**src/rtl/text_writer_pkg.sv**
```systemverilog
// text_writer_pkg: shared screen geometry, character codes and writer states
package text_writer_pkg;
  localparam int COLS_DEF = 70;
  localparam int ROWS_DEF = 30;
  localparam int CELLS = COLS_DEF * ROWS_DEF;
  localparam logic [7:0] SPACE = 8'h20;
  localparam logic [7:0] BS = 8'h08;
  localparam logic [7:0] LF = 8'h0A;
  typedef enum logic [1:0] {CLEAR_ALL, IDLE, WRITE, CLEAR_ROW} state_t;
endpackage

```
**src/rtl/text_cursor.sv**
```systemverilog
// text_cursor: row/col cursor with a running row base so the linear index needs no multiplier
module text_cursor
  import text_writer_pkg::*;
#(
  parameter int COLS = COLS_DEF,
  parameter int ROWS = ROWS_DEF
) (
  input  logic        clk,
  input  logic        reset_n,
  input  logic        adv,
  input  logic        nl,
  input  logic        bs,
  output logic        col_last,
  output logic        col_zero,
  output logic [11:0] idx
);
  localparam int CW = $clog2(COLS);
  localparam int RW = $clog2(ROWS);
  logic [CW-1:0] col;
  logic [RW-1:0] row;
  logic [11:0] base;
  logic wrap, row_last;
  assign col_last = col == CW'(COLS - 1);
  assign col_zero = col == '0;
  assign row_last = row == RW'(ROWS - 1);
  assign wrap = nl || (adv && col_last);
  assign idx = base + 12'(col);
  always_ff @(posedge clk)
    if (!reset_n) begin
      col <= '0;
      row <= '0;
      base <= '0;
    end else if (wrap) begin
      col <= '0;
      row <= row_last ? '0 : row + 1'b1;
      base <= row_last ? '0 : base + 12'(COLS);
    end else if (adv) col <= col + 1'b1;
    else if (bs && !col_zero) col <= col - 1'b1;
endmodule

```
**src/rtl/text_writer.sv**
```systemverilog
// text_writer: turns an ASCII stream into character-RAM writes with screen and row clearing
module text_writer
  import text_writer_pkg::*;
#(
  parameter int COLS = COLS_DEF,
  parameter int ROWS = ROWS_DEF
) (
  input  logic        clk,
  input  logic        reset_n,
  input  logic        ascii_valid,
  input  logic [7:0]  ascii,
  output logic        ready,
  output logic        wr_en,
  output logic [11:0] wr_addr,
  output logic [7:0]  wr_data,
  output logic [11:0] cursor
);
  localparam int NC = COLS * ROWS;
  state_t state;
  logic [11:0] cnt;
  logic take, printable, adv, nl, bs_go, col_last, col_zero;
  assign ready = state == IDLE;
  assign take = ready && ascii_valid;
  assign printable = ascii >= 8'h20 && ascii <= 8'h7E;
  assign adv = take && printable;
  assign nl = take && ascii == LF;
  assign bs_go = take && ascii == BS && !col_zero;
  text_cursor #(.COLS(COLS), .ROWS(ROWS)) u_cursor (
    .clk(clk),
    .reset_n(reset_n),
    .adv(adv),
    .nl(nl),
    .bs(bs_go),
    .col_last(col_last),
    .col_zero(col_zero),
    .idx(cursor)
  );
  // Clears run one extra cycle past the last write so ready rises only after it
  always_ff @(posedge clk)
    if (!reset_n) begin
      state <= CLEAR_ALL;
      cnt <= '0;
      wr_en <= 1'b0;
      wr_addr <= '0;
      wr_data <= '0;
    end else begin
      wr_en <= 1'b0;
      case (state)
        CLEAR_ALL, CLEAR_ROW:
          if (cnt == (state == CLEAR_ALL ? 12'(NC) : 12'(COLS))) state <= IDLE;
          else begin
            wr_en <= 1'b1;
            wr_addr <= state == CLEAR_ALL ? cnt : cursor + cnt;
            wr_data <= SPACE;
            cnt <= cnt + 1'b1;
          end
        IDLE:
          if (ascii_valid) begin
            state <= ((adv && col_last) || nl) ? CLEAR_ROW : WRITE;
            cnt <= '0;
            wr_en <= adv || bs_go;
            wr_addr <= bs_go ? cursor - 12'd1 : cursor;
            wr_data <= bs_go ? SPACE : ascii;
          end
        default: state <= IDLE;
      endcase
    end
endmodule

```
**config.mk**
```make
export PLATFORM = sky130hd
export DESIGN_NAME = text_writer
export DESIGN_NICKNAME = d
export VERILOG_FILES = /design/src/rtl/text_writer_pkg.sv /design/src/rtl/text_cursor.sv /design/src/rtl/text_writer.sv
export SDC_FILE = /design/constraint.sdc
export NUM_CORES = 1
export LEC_CHECK = 0
export ABC_AREA = 1
export CAP_MARGIN = 30
export CORE_MARGIN = 8
export CORE_UTILIZATION = 55
export DETAILED_ROUTE_END_ITERATION = 16
export PLACE_DENSITY = 0.78
export SETUP_SLACK_MARGIN = 0.15
export SYNTH_ARGS = -nofsm -noshare
export SYNTH_HDL_FRONTEND = slang
export SYNTH_SLANG_ARGS = --single-unit
```
**constraint.sdc**
```tcl
create_clock -name clk -period 3.2 [get_ports clk]
set_clock_uncertainty 0.2 [all_clocks]
set_input_delay 0.32 -clock clk [delete_from_list [all_inputs] [get_ports clk]]
set_output_delay 0.32 -clock clk [all_outputs]
set_load 0.05 [all_outputs]
```
==> run summary, run 1 <==
The final non-filler cell area is 5360 sq um. The first global-routing pass estimated 20900 microns of wire. In this run the power density over the cells is 484 nW/um^2.

The maximum vdd drop was 454 uV. The number of standard cells after synthesis was 686. TritonCTS built the clock tree. The initial utilization of the core area, before any placement, comes to 57.2%. Number of global-route vias before repair: 4374.

The worst register-to-register path begins at u_cursor.base[3]. Sorting the synthesized cells by area gives the leading types as dfxtp_1 26%, nand2_1 14%, ha_1 9.0%. The clock-pin slew on the worst setup and hold paths works out to 70 ps.

Final hold analysis gives a worst-case slack of 268 ps. The delay of the slowest critical-path stage works out to 820 ps. The later pin in the worst-skew pair is clocked with a latency of 340 ps. Measured against its own limit, the worst slew margin works out to 63.8%. The analysis attributes to cell leakage a power of 2.38 nW. The clock network is responsible for 26.2% of the overall power.

From bottom edge to top edge, the die measures 106 microns. The mapped netlist covers 4440 sq um. Worst min-delay path endpoint: wr_data[4]. By count the netlist is led by 164 x nand2_1, 84 x inv_1, 70 x a21oi_1, 59 x nor2_1, 58 x dfxtp_1.

Highest net fanout along the worst path: 5. The proportion of register bits with asynchronous set or reset after synthesis came out at 0%. On the critical path the largest part of the delay comes from buffers and inverters. The cell type of the slowest stage on the worst timing path was clkdlybuf4s50_1. During placement, the flow inserted port buffers numbering 44. The fraction of post-synthesis cell area in the top cell type by area was 26.1%; the share of final-layout standard cells stronger than drive strength 1 was 12.9%. The H-tree generated during clock tree synthesis spans 3 levels. The number of routed nets with antenna violations was 0. The tools report the sink count of the clock tree as 58.

The slack of the critical path is 290 ps, and the count of hold-fix buffers inserted at cts is 0. The tools report the sequential share of power as 33.6%. The detailed-route wire length came out at 12700 microns.

The internal portion of the total power is 1.50 mW. The region available for standard cell placement spans 7770 sq um. The initial antenna violation count was 0.

Area of placed instances: 5010 sq um. After synthesis, flip-flops and latches occupy 26.1% of the total area. The clock passes through at most 2 buffers. Dividing the detail-routed wire length by the instance count gives 15.0 microns. Of the total power, the share spent switching nets is 42.1%. The worst min-delay path category was flop to flop. In this run, the number of DRC markers left after iteration 0 of detailed routing was 275. After synthesis the netlist holds a flip-flop and latch count of 58.

Entering global routing, the biggest net connects 30 pins. At the worst endpoint, the required time is 2680 ps. Global routing used 22.5% of the available tracks. The shortest clock period the worst path allows after layout came out at 2910 ps. The floorplan step set the die width to 106 microns.

Together, buffers and inverters on the worst path number 2. The startpoint identified for the worst hold timing path is wr_data[4]. The HPWL after detailed placement is 9500 microns. The critical path class is flop to output port. Setup violations remaining at the end of the flow were counted as 0.

Post-synthesis to final-layout area growth: 20.6%. Setup repair after global routing could not meet its margin everywhere. Combinational logic burns 40.1% of the power. dfxtp_1 takes more of the synthesized area than any other cell. After global routing the overflow that remains totals 0. The most used cell along the critical path is nand2_2. The tools report the clock root buffer as clkbuf_8. The tools report the setup slack of the worst register-to-register path as 310 ps. Of the available clock period, the critical path in the final layout requires 90.9%.

The initialized floorplan defines 32 standard-cell rows. The setup TNS after final layout came out at 0 ps. The pre-antenna-repair detailed-routing pass consisted of 5 iterations. The number of inserted diodes is 0. The number of cells traversed by the worst hold path came out at 2. The worst setup path is launched from a flop. The count of cell types in the netlist was 44; the post-synthesis area per instance was 6.48 sq um.

Prevailing post-synth register cell: dfxtp_1. The post-synth net total was 731; the number of cell instances on the worst register-to-register path was 22. For this run, design rule violations remaining after detail routing come to 0. The tools report the number of hold violations in the final report as 0.

For the number of inserted filler cells in the final layout, the log shows 680. The max-capacitance violation count came out at 0. The number of clock buffers added by TritonCTS is 9. Leaving out filler cells and counting taps, the final layout contains 847. The most common cell in the synthesized netlist is nand2_1. The critical path goes through ha_4, nand2_2, nand2_2, xor2_2, buf_4, clkdlybuf4s50_1. Data on the critical path arrives at its endpoint at 2390 ps.

The worst register-to-register path ends at wr_addr[11]. Timing analysis after detailed placement gives a worst setup slack of 113 ps. The congestion estimate from routability-driven global placement came to 0.974. The number of flops mapped to enable cells by yosys came out at 0.

Type of destination of the critical path: an output port. For this run, the post-layout net count is 785. The tools report the count of warnings emitted by yosys as 0. The run finished with clean final reports.

The slew at the pin closest to its max-slew limit was 545 ps; the I/O pin total was 45. The floorplan step defined a die boundary enclosing 11200 sq um. The final max-slew violation count was 0. The logs give 4767 for the total number of vias and 1.09 mW for the switching component of the power. Derived from the worst setup path, the maximum achievable clock frequency is 0.344 GHz. In the routed layout, each cell is associated on average with a via count of 5.63.

The run gives 828 as the count of placed standard cells including taps.
power groups by stage:
stage	combinational, mW	clock (mW)	sequential [mW]
floorplan	0.529	0	1.07
global placement	1.01	0	0.882
detailed placement	1.02	0	0.885
CTS	1.03	0.682	0.872
global route	1.13	0.720	0.883
finish	1.04	0.680	0.871
kinds of logic after synthesis:
family / Yosys count / synth area share (%)
adder cells (fa/ha/maj): 34 / 9.91
AND/OR/NAND/NOR: 342 / 35.0
AO/OA/AOI/OAI: 129 / 15.9
XOR/XNOR: 14 / 2.93
flip-flops: 58 / 26.1
buffers and inverters: 109 / 10.1
cell type report:
cell class | count | area, sq um | share of cell area, %
multi-input combinational | 519 | 2980 | 55.5
sequential | 58 | 1170 | 21.9
timing repair buffer | 59 | 548 | 10.2
inverter | 93 | 349 | 6.51
clock buffer | 11 | 131 | 2.45
tap | 102 | 128 | 2.38
clock inverter | 5 | 53.8 | 1.00
repair_timing:
item | CTS | global route
resized for setup | 11 | 27
setup buffers | 0 | 3
endpoints found under the setup margin | 9 | 8
pin swaps | 0 | 6
flip-flops by register name (all words and copies together), names as in the netlist:
signal         count
wr_en              1
wr_data            8
wr_addr           12
cnt               12
u_cursor.col       7
state              2
u_cursor.row       5
u_cursor.base     11
per-stage QoR:
| step | power, mW | util (%) |
|---|---|---|
| 6_report | 2.59 | 69.0 |
| 3_5_place_dp | 1.91 | 64.4 |
| 2_1_floorplan | 1.60 | - |
| 3_3_place_gp | 1.89 | 64.4 |
| 4_1_cts | 2.58 | 67.2 |
| 5_1_grt | 2.73 | 69.0 |
layout by cell type, fill, tap and decap left out, types with 7 or more instances in the layout:
cell             netlist  routed
nand2_1              164     160
inv_1                 84      83
a21oi_1               70      68
nor2_1                59      57
dfxtp_1               58      51
nand3_1               45      45
o21ai_0               38      37
clkdlybuf4s50_1        0      37
ha_1                  32      23
nor3_1                20      20
nand4_1               19      19
buf_4                  6      15
nand2_2                8      12
inv_2                  9      10
ha_4                   0       9
clkbuf_8               0       9
xor2_1                 8       8
nand3_2                7       7
tightest hold or removal path, delay by kind of cell, from the launching register on:
family	cells	cell delay [ps]
simple gates	1	60
compound gates	1	50
flops	1	310
worst max path at each step:
stage / from / end / slack [ps] / cells past startpoint
final: u_cursor.col[1] / cursor[3] / 290 / 6
after global routing: u_cursor.col[5] / wr_addr[11] / 50 / 24
after CTS: u_cursor.col[2] / wr_addr[11] / 170 / 22
after detailed placement: ascii_valid / u_cursor.col[6] / 110 / 13
after global placement: u_cursor.col[3] / wr_addr[11] / 90 / 22
after floorplan: u_cursor.col[2] / wr_addr[10] / 220 / 17
metal layers:
layer  routed length, microns  vias up  GRT usage, %
li1                         -     2377             -
met1                     5560     2186          28.2
met2                     5920      172          36.9
met3                      829       32          4.53
met4                      397        0          9.65
met5                        0        -             0
No activity file was read; power rests on OpenSTA's default activity.
==> inputs of run 2 (changes only) <==
--- a/config.mk
+++ b/config.mk
@@ -8,9 +8,9 @@
 export ABC_AREA = 1
 export CAP_MARGIN = 30
 export CORE_MARGIN = 8
-export CORE_UTILIZATION = 55
+export CORE_UTILIZATION = 52
 export DETAILED_ROUTE_END_ITERATION = 16
-export PLACE_DENSITY = 0.78
+export PLACE_DENSITY = 0.77
 export SETUP_SLACK_MARGIN = 0.15
 export SYNTH_ARGS = -nofsm -noshare
 export SYNTH_HDL_FRONTEND = slang
==> constraint.sdc (replaced) <==
create_clock -name clk -period 2.47 [get_ports clk]
set_clock_uncertainty 0.2 [all_clocks]
set_input_delay 0.247 -clock clk [delete_from_list [all_inputs] [get_ports clk]]
set_output_delay 0.247 -clock clk [all_outputs]
set_load 0.05 [all_outputs]
==> run summary, run 2 (synthesis gave the netlist of run 1 again) <==
The per-cell routed wire length was 19.8 microns (was 15.0 microns); the maximum vdd drop was 488 uV (was 454 uV). The family with the most delay on the worst path is adder cells (was buffers and inverters). The run gives 909 (was 785) as the net total in the final layout.

The detailed-route vias per instance came out at 6.09 (was 5.63). The worst min-delay path category is primary input to flop (was flop to flop). For the count of non-filler cells in the finished layout, the log shows 973 (was 847).

For the maximum number of pins on one net before global-route repair, the log shows 32 (was 30). The detailed-route wire length was 19200 microns (was 12700 microns). The clock root buffer is clkbuf_8 (unchanged). The post-synthesis to final-layout area growth works out to 59.4% (was 20.6%). The tools report the initial antenna violation count as 0 (unchanged).

The final max-slew violation count was 0 (unchanged); the share of the clock period used by the worst path was 114%. The clock-pin slew on the worst setup and hold paths came out at 70 ps (about the same). The run gives 33 (was 32) as the number of rows in the core area.

Derived from the worst setup path, the maximum achievable clock frequency is 0.354 GHz. The slew at the pin closest to its max-slew limit is 556 ps (was 545 ps). Number of inserted diodes: 0 (unchanged). Setup repair after global routing could not meet its margin everywhere. The overall power was 3.91 mW (was 2.59 mW). The critical path class was flop to flop (was flop to output port). For the total global routing overflow, the log shows 0 (unchanged). The vertical die dimension was 108 microns (was 106 microns).

The tools report the starting density of the core as 53.8% (was 57.2%). The sink count of the clock tree is 58 (unchanged), and the count of hold-fix buffers inserted at cts is 0 (unchanged). The delay of the slowest critical-path stage works out to 350 ps (was 820 ps). The total number of vias was 5925 (was 4767); the width of the die was 108 microns (was 106 microns).

The run gives -545 ps (was 113 ps) as the placement-stage worst setup slack. The cell type of the slowest stage on the worst timing path was dfxtp_2 (was clkdlybuf4s50_1). For the maximum count of clock buffers along a single path, the log shows 2 (unchanged).

Registers with the highest flip-flop counts: cnt (12), wr_addr (12), u_cursor.base (11) (unchanged). The number of inserted filler cells in the final layout is 439 (was 680). Cell-internal power: 2.16 mW (was 1.50 mW). The logs give 696 (was 275) for the first-iteration detailed-routing DRC count and 0 (unchanged) for the number of routed nets with antenna violations. The count of placed standard cells including taps was 918 (was 828); the number of hold violations in the final report was 0 (unchanged).

The number of buffers created by CTS is 9 (unchanged). The run finished, with violations left. The logs give 2910 ps (was 2390 ps) for the signal arrival time at the worst endpoint and 10800 microns (was 9500 microns) for the sum of net half-perimeters after detailed placement.

The number of detailed-routing iterations run before antenna repair came out at 6 (was 5). The type of destination of the critical path is a flop (was an output port). The portion of total power attributed to combinational logic was 50.1% (was 40.1%). Cell breakdown of the critical path: ha_4, nand2_4, buf_6, buf_6, buf_6, inv_4, nor2_4, ha_4, a21oi_4, buf_4, o21bai_1, a21oi_2, xnor2_1, nor2_1, o21ai_2, nand2_1, a21oi_1 (was ha_4, nand2_2, nand2_2, xor2_2, buf_4, clkdlybuf4s50_1). The global-route usage over all layers came out at 27.4% (was 22.5%). The power density over the cells works out to 552 nW/um^2 (was 484 nW/um^2). The tools report the required time of the critical path as 2560 ps (was 2680 ps). Final hold slack: 127 ps (was 268 ps). The worst path in the final design needs a cycle of 2820 ps, including I/O delays and setup.

The number of port buffers was 44 (unchanged). The most used cell along the critical path is buf_6 (was nand2_2). The run gives 28.9% (was 33.6%) as the sequential share of power. The I/O pin total is 45 (unchanged), and the normalized max-slew margin is 62.8% (was 63.8%). TritonCTS built the clock tree. The number of global-route vias before repair came out at 5546 (was 4374).

The share of final-layout standard cells stronger than drive strength 1 works out to 39.9% (was 12.9%). The highest net fanout along the worst path was 5 (unchanged); the placeable core region was 8260 sq um (was 7770 sq um). For the final weighted congestion of routability-driven global placement, the log shows 0.936 (was 0.974).

The count of final setup violators was 15 (was 0). The number of remaining DRC errors was 0 (unchanged); the wire length of the first global-routing pass was 26000 microns (was 20900 microns). The commonest non-fill, non-tap cell in the layout is buf_4 (was nand2_1).

The switching component of the power came out at 1.75 mW (was 1.09 mW). The switching share of power works out to 44.8% (was 42.1%). The number of buffers and inverters on the critical path was 5 (was 2); the cell leakage power was 3.19 nW (was 2.38 nW). For the number of H-tree branching levels, the log shows 3 (unchanged).

The clock group share of total power is 21.0% (was 26.2%). The area enclosed by the die boundary came out at 11800 sq um (was 11200 sq um). The later-pin clock latency in the skew report was 360 ps (was 340 ps); the slack of the critical path was -352 ps (was 290 ps). Kind of launch point of the worst setup path: a flop (unchanged). Max-capacitance violation count: 0 (unchanged). The checks that failed: setup timing. Commonest cells after routing, fill and taps aside: 119 x buf_4, 116 x nand2_1, 71 x inv_1 (was 160 x nand2_1, 83 x inv_1, 68 x a21oi_1).
-- run 2: cell count changes in the layout (fill, tap and decap cells not counted), sizes merged --
cell / previous run / this run
buf: 15 / 148
clkdlybuf4s50: 37 / 28
clkinvlp: 0 / 2
inv: 94 / 92
bufinv: 1 / 0
clkbuf: 11 / 12
clkinv: 3 / 4
dlygate4sd2: 6 / 5
dlymetal6s2s: 1 / 0
-- run 2: power groups by stage --
stage	combinational [mW]	sequential [mW]	clock (mW)
6_report	1.96	1.13	0.820
2_1_floorplan	0.719	1.40	0
5_1_grt	2.05	1.14	0.853
4_1_cts	1.60	1.12	0.807
3_3_place_gp	1.43	1.14	0
3_5_place_dp	1.47	1.14	0
-- run 2: worst register-to-register path, stage by stage (launching register included) --
cell	delay [ps]
dfxtp_2	350
ha_4	320
nand2_4	70
buf_6	120
buf_6	100
buf_6	110
inv_4	50
nor2_4	40
ha_4	340
a21oi_4	80
buf_4	140
o21bai_1	150
a21oi_2	50
xnor2_1	190
nor2_1	90
o21ai_2	130
nand2_1	80
a21oi_1	140
-- run 2: metrics by stage --
| step | TNS, ps | cell area [sq um] | utilization (%) |
|---|---|---|---|
| 2_1_floorplan | -1870 | 4660 | - |
| 3_3_place_gp | -2120 | 5970 | 72.3 |
| 3_5_place_dp | -3000 | 5970 | 72.3 |
| 4_1_cts | -1190 | 6660 | 80.6 |
| 5_1_grt | -4530 | 7080 | 85.8 |
| 6_report | -2610 | 7080 | 85.8 |
-- run 2: final timing paths --
check                                      from         end  slack, ps  depth (start not counted)
worst max-delay path            u_cursor.col[2]  wr_addr[5]       -350                         17
worst min-delay path                   ascii[2]  wr_data[2]        130                          3
worst max register to register  u_cursor.col[2]  wr_addr[5]       -350                         17
worst min register to register       wr_data[6]  wr_data[6]        280                          2
-- run 2: routing by layer --
layer,wire length [microns],GRT usage (%)
met3,1930,5.23
met2,9170,47.6
met1,6880,30.9
met4,1280,15.3
met5,0,0
-- run 2: area by class of cell --
type / instances / area, sq um / share of cell area (%)
Sequential cell: 58 / 1180 / 16.7
Inverter: 93 / 370 / 5.23
Multi-Input combinational cell: 519 / 3550 / 50.1
Timing Repair Buffer: 183 / 1680 / 23.7
Clock buffer: 10 / 138 / 1.94
Tap cell: 105 / 131 / 1.85
Clock inverter: 5 / 31.3 / 0.442
-- run 2: timing repair --
action | in CTS | in global routing
cloned | 0 | 3
pin swaps | 69 | 56
gates resized for setup | 101 | 73
setup endpoints to repair | 23 | 56
buffers inserted | 21 | 16
==> inputs of run 3 (changes only) <==
--- a/config.mk
+++ b/config.mk
@@ -6,8 +6,6 @@
 export NUM_CORES = 1
 export LEC_CHECK = 0
 export ABC_AREA = 1
-export CAP_MARGIN = 30
-export CORE_MARGIN = 8
 export CORE_UTILIZATION = 52
 export DETAILED_ROUTE_END_ITERATION = 16
 export PLACE_DENSITY = 0.77
==> run summary, run 3 (synthesis gave the netlist of run 1 again) <==
The multi-input logic area is 3530 sq um (was 3550 sq um), and the later-pin clock latency in the skew report is 350 ps (was 360 ps). Setup repair after global routing could not meet its margin everywhere. The per-cell routed wire length works out to 17.7 microns (was 19.8 microns). The tools report the global-route usage over all layers as 36.6% (was 27.4%). Maximum vdd drop: 545 uV (was 488 uV).

The type of destination of the critical path was a flop (unchanged). The number of rows in the core area is 33 (unchanged), and the number of routed nets with antenna violations is 0 (unchanged). Count of final setup violators: 15 (unchanged). The share of final-layout standard cells stronger than drive strength 1 was 37.4% (was 39.9%).

The clock-pin slew on the worst setup and hold paths came out at 70 ps (about the same). The worst min-delay path category is flop to flop (was primary input to flop). The maximum number of pins on one net before global-route repair was 30 (was 32); the max-capacitance violation count was 0 (unchanged). The tools report the start of the worst register-to-register path as u_cursor.col[3] (was u_cursor.col[2]). The first-iteration detailed-routing DRC count was 525 (was 696).

For the total global routing overflow, the log shows 0 (unchanged). The clock root buffer was clkbuf_8 (unchanged). The power density over the cells is 543 nW/um^2 (was 552 nW/um^2). The tools report the start point of the worst hold path as wr_addr[5] (was ascii[2]).

The delay of the slowest critical-path stage was 350 ps (about the same). Detailed-route vias per instance: 5.93 (was 6.09). The signal arrival time at the worst endpoint came out at 2960 ps (was 2910 ps). Violated checks: setup timing (unchanged). The slack of the critical path is -437 ps (was -352 ps), and the wire length of the first global-routing pass is 25400 microns (was 26000 microns).

The tools report the final non-filler cell area as 7110 sq um (was 7080 sq um). The worst setup path startpoint is u_cursor.col[3] (was u_cursor.col[2]). The run finished, with violations left. The number of cells traversed by the worst hold path is 2 (was 3). Cell type of the slowest stage on the worst timing path: dfxtp_4 (was dfxtp_2). The family with the most delay on the worst path is simple AND/OR/NAND/NOR gates (was adder cells).

The vertical die dimension was 94.5 microns (was 108 microns); the sink count of the clock tree was 58 (unchanged). The number of inserted filler cells in the final layout is 460 (was 439). The count of hold-fix buffers inserted at cts was 0 (unchanged). The highest net fanout along the worst path is 5 (unchanged), and the number of buffers and inverters on the critical path is 2 (was 5). The most used cell along the critical path is nand2_4 (was buf_6). The width of the die came out at 94.5 microns (was 108 microns). Cell breakdown of the critical path: ha_4, nand2_4, nand2_4, nand2_4, nand4_1, nand2_4, clkinvlp_4, ha_4, nand2_4, nor2_2, nand2_1, nand2_2, nand2_2, nand2_2, nand3_2, nand3_2, nand2_1, nand3_1, nand3_1, nand2_1, inv_1 (was ha_4, nand2_4, buf_6, buf_6, buf_6, inv_4, nor2_4, ha_4, a21oi_4, buf_4, o21bai_1, a21oi_2, xnor2_1, nor2_1, o21ai_2, nand2_1, a21oi_1). For the starting density of the core, the log shows 53.8% (unchanged).

Count of placed standard cells including taps: 924 (was 918). The run gives 0 (unchanged) as the initial antenna violation count. The normalized max-slew margin came out at 63.4% (was 62.8%). The number of H-tree branching levels is 3 (unchanged). The number of global-route vias before repair was 5478 (was 5546); the number of remaining DRC errors was 0 (unchanged). Final hold slack: 269 ps (was 127 ps). The run gives 45 (unchanged) as the I/O pin total. The tools report the sum of net half-perimeters after detailed placement as 10500 microns (was 10800 microns).

Commonest cells after routing, fill and taps aside: 122 x nand2_1, 114 x buf_4, 75 x inv_1 (was 119 x buf_4, 116 x nand2_1, 71 x inv_1). The post-synthesis to final-layout area growth came out at 59.9% (was 59.4%). Kind of launch point of the worst setup path: a flop (unchanged). The required time of the critical path is 2520 ps (was 2560 ps). The area of placed instances came out at 6030 sq um (was 5970 sq um).

The total number of vias came out at 5769 (was 5925). Registers with the highest flip-flop counts: cnt (12), wr_addr (12), u_cursor.base (11) (unchanged). Number of cell instances on the worst register-to-register path: 21 (was 17). The tools report the capture point of the worst reg-to-reg path as wr_addr[11] (was wr_addr[5]). The logs give 973 (unchanged) for the count of non-filler cells in the finished layout and 3.86 mW (was 3.91 mW) for the overall power. The number of port buffers came out at 44 (unchanged).

The run gives -377 ps (was -545 ps) as the placement-stage worst setup slack. The tools report the worst min-delay path endpoint as wr_addr[5] (was wr_data[2]). The detailed-route wire length was 17200 microns (was 19200 microns); the number of hold violations in the final report was 0 (unchanged).

The critical path class is flop to flop (unchanged). The shortest clock period the worst path allows after layout was 2910 ps (was 2820 ps); the final weighted congestion of routability-driven global placement was 0.913 (was 0.936). The number of detailed-routing iterations run before antenna repair was 9 (was 6); the share of the clock period used by the worst path was 118% (was 114%).

The net total in the final layout is 908 (was 909), and the number of buffers created by CTS is 9 (unchanged). Flip-flop and latch area: 1180 sq um (about the same). For the upper clock frequency limit, the log shows 0.344 GHz (was 0.354 GHz).

For the maximum count of clock buffers along a single path, the log shows 2 (unchanged). The setup slack of the worst register-to-register path was -440 ps (was -350 ps); the number of inserted diodes was 0 (unchanged). For the area enclosed by the die boundary, the log shows 8920 sq um (was 11800 sq um).

The final max-slew violation count is 0 (unchanged). The cell leakage power is 3.24 nW (was 3.19 nW). TritonCTS built the clock tree. The slew at the pin closest to its max-slew limit is 547 ps (was 556 ps), and the placeable core region is 8260 sq um (unchanged). Commonest non-fill, non-tap cell in the layout: nand2_1 (was buf_4).
## run 3: cell count changes in the layout (fill, tap and decap cells not counted), sizes merged
| cell | delta |
|---|---|
| clkdlybuf4s50 | +4 |
| dlygate4sd2 | -4 |
| bufinv | +2 |
| clkbuf | -1 |
| clkinv | -1 |
## run 3: layer usage
metal / wire (microns) / track usage (%) / vias to the layer above
li1: - / - / 2631
met4: 931 / 21.5 / 0
met2: 8450 / 63.2 / 379
met5: 0 / 0 / -
met1: 6440 / 41.6 / 2662
met3: 1390 / 7.33 / 97
## run 3: area by class of cell
class                      instances  share of cell area (%)
clock buffer                      10                    1.80
clock inverter                     6                    1.16
inverter                          93                    5.11
multi-input combinational        519                    49.7
sequential                        58                    16.6
tap                              105                    1.85
timing repair buffer             182                    23.8
## run 3: tightest hold or removal path, stage by stage, from the launching register on
cell     delay [ps]
dfxtp_1         310
nand2_1          60
a21oi_1          50
## run 3: what timing repair did
item,CTS,global route
gates cloned,0,1
endpoints found under the setup margin,20,45
pin swaps,73,53
gates resized for setup,103,45
setup buffers,24,8
## run 3: how the worst max path moves through the flow
| stage | to | slack (ps) | cells after the start |
|---|---|---|---|
| floorplan | wr_addr[11] | -400 | 24 |
| global placement | wr_addr[8] | -280 | 19 |
| detailed placement | wr_addr[9] | -380 | 19 |
| CTS | wr_addr[9] | -240 | 19 |
| global route | wr_addr[11] | -600 | 21 |
| finish | wr_addr[11] | -440 | 21 |
## run 3: through the flow
| stage | TNS, ps | util, % |
|---|---|---|
| global placement | -1840 | 73.0 |
| finish | -3270 | 86.1 |
| detailed placement | -2640 | 73.0 |
| global route | -7970 | 86.1 |
| CTS | -1420 | 82.8 |
| floorplan | -1870 | - |
## run 3: report_power, final
part | leakage [nW] | switching (mW) | total, mW | internal, mW
Clock | 0.106 | 0.419 | 0.982 | 0.563
Sequential | 0.477 | 0.0816 | 1.12 | 1.04
Combinational | 2.66 | 1.08 | 1.75 | 0.677
Total | 3.24 | 1.58 | 3.86 | 2.28
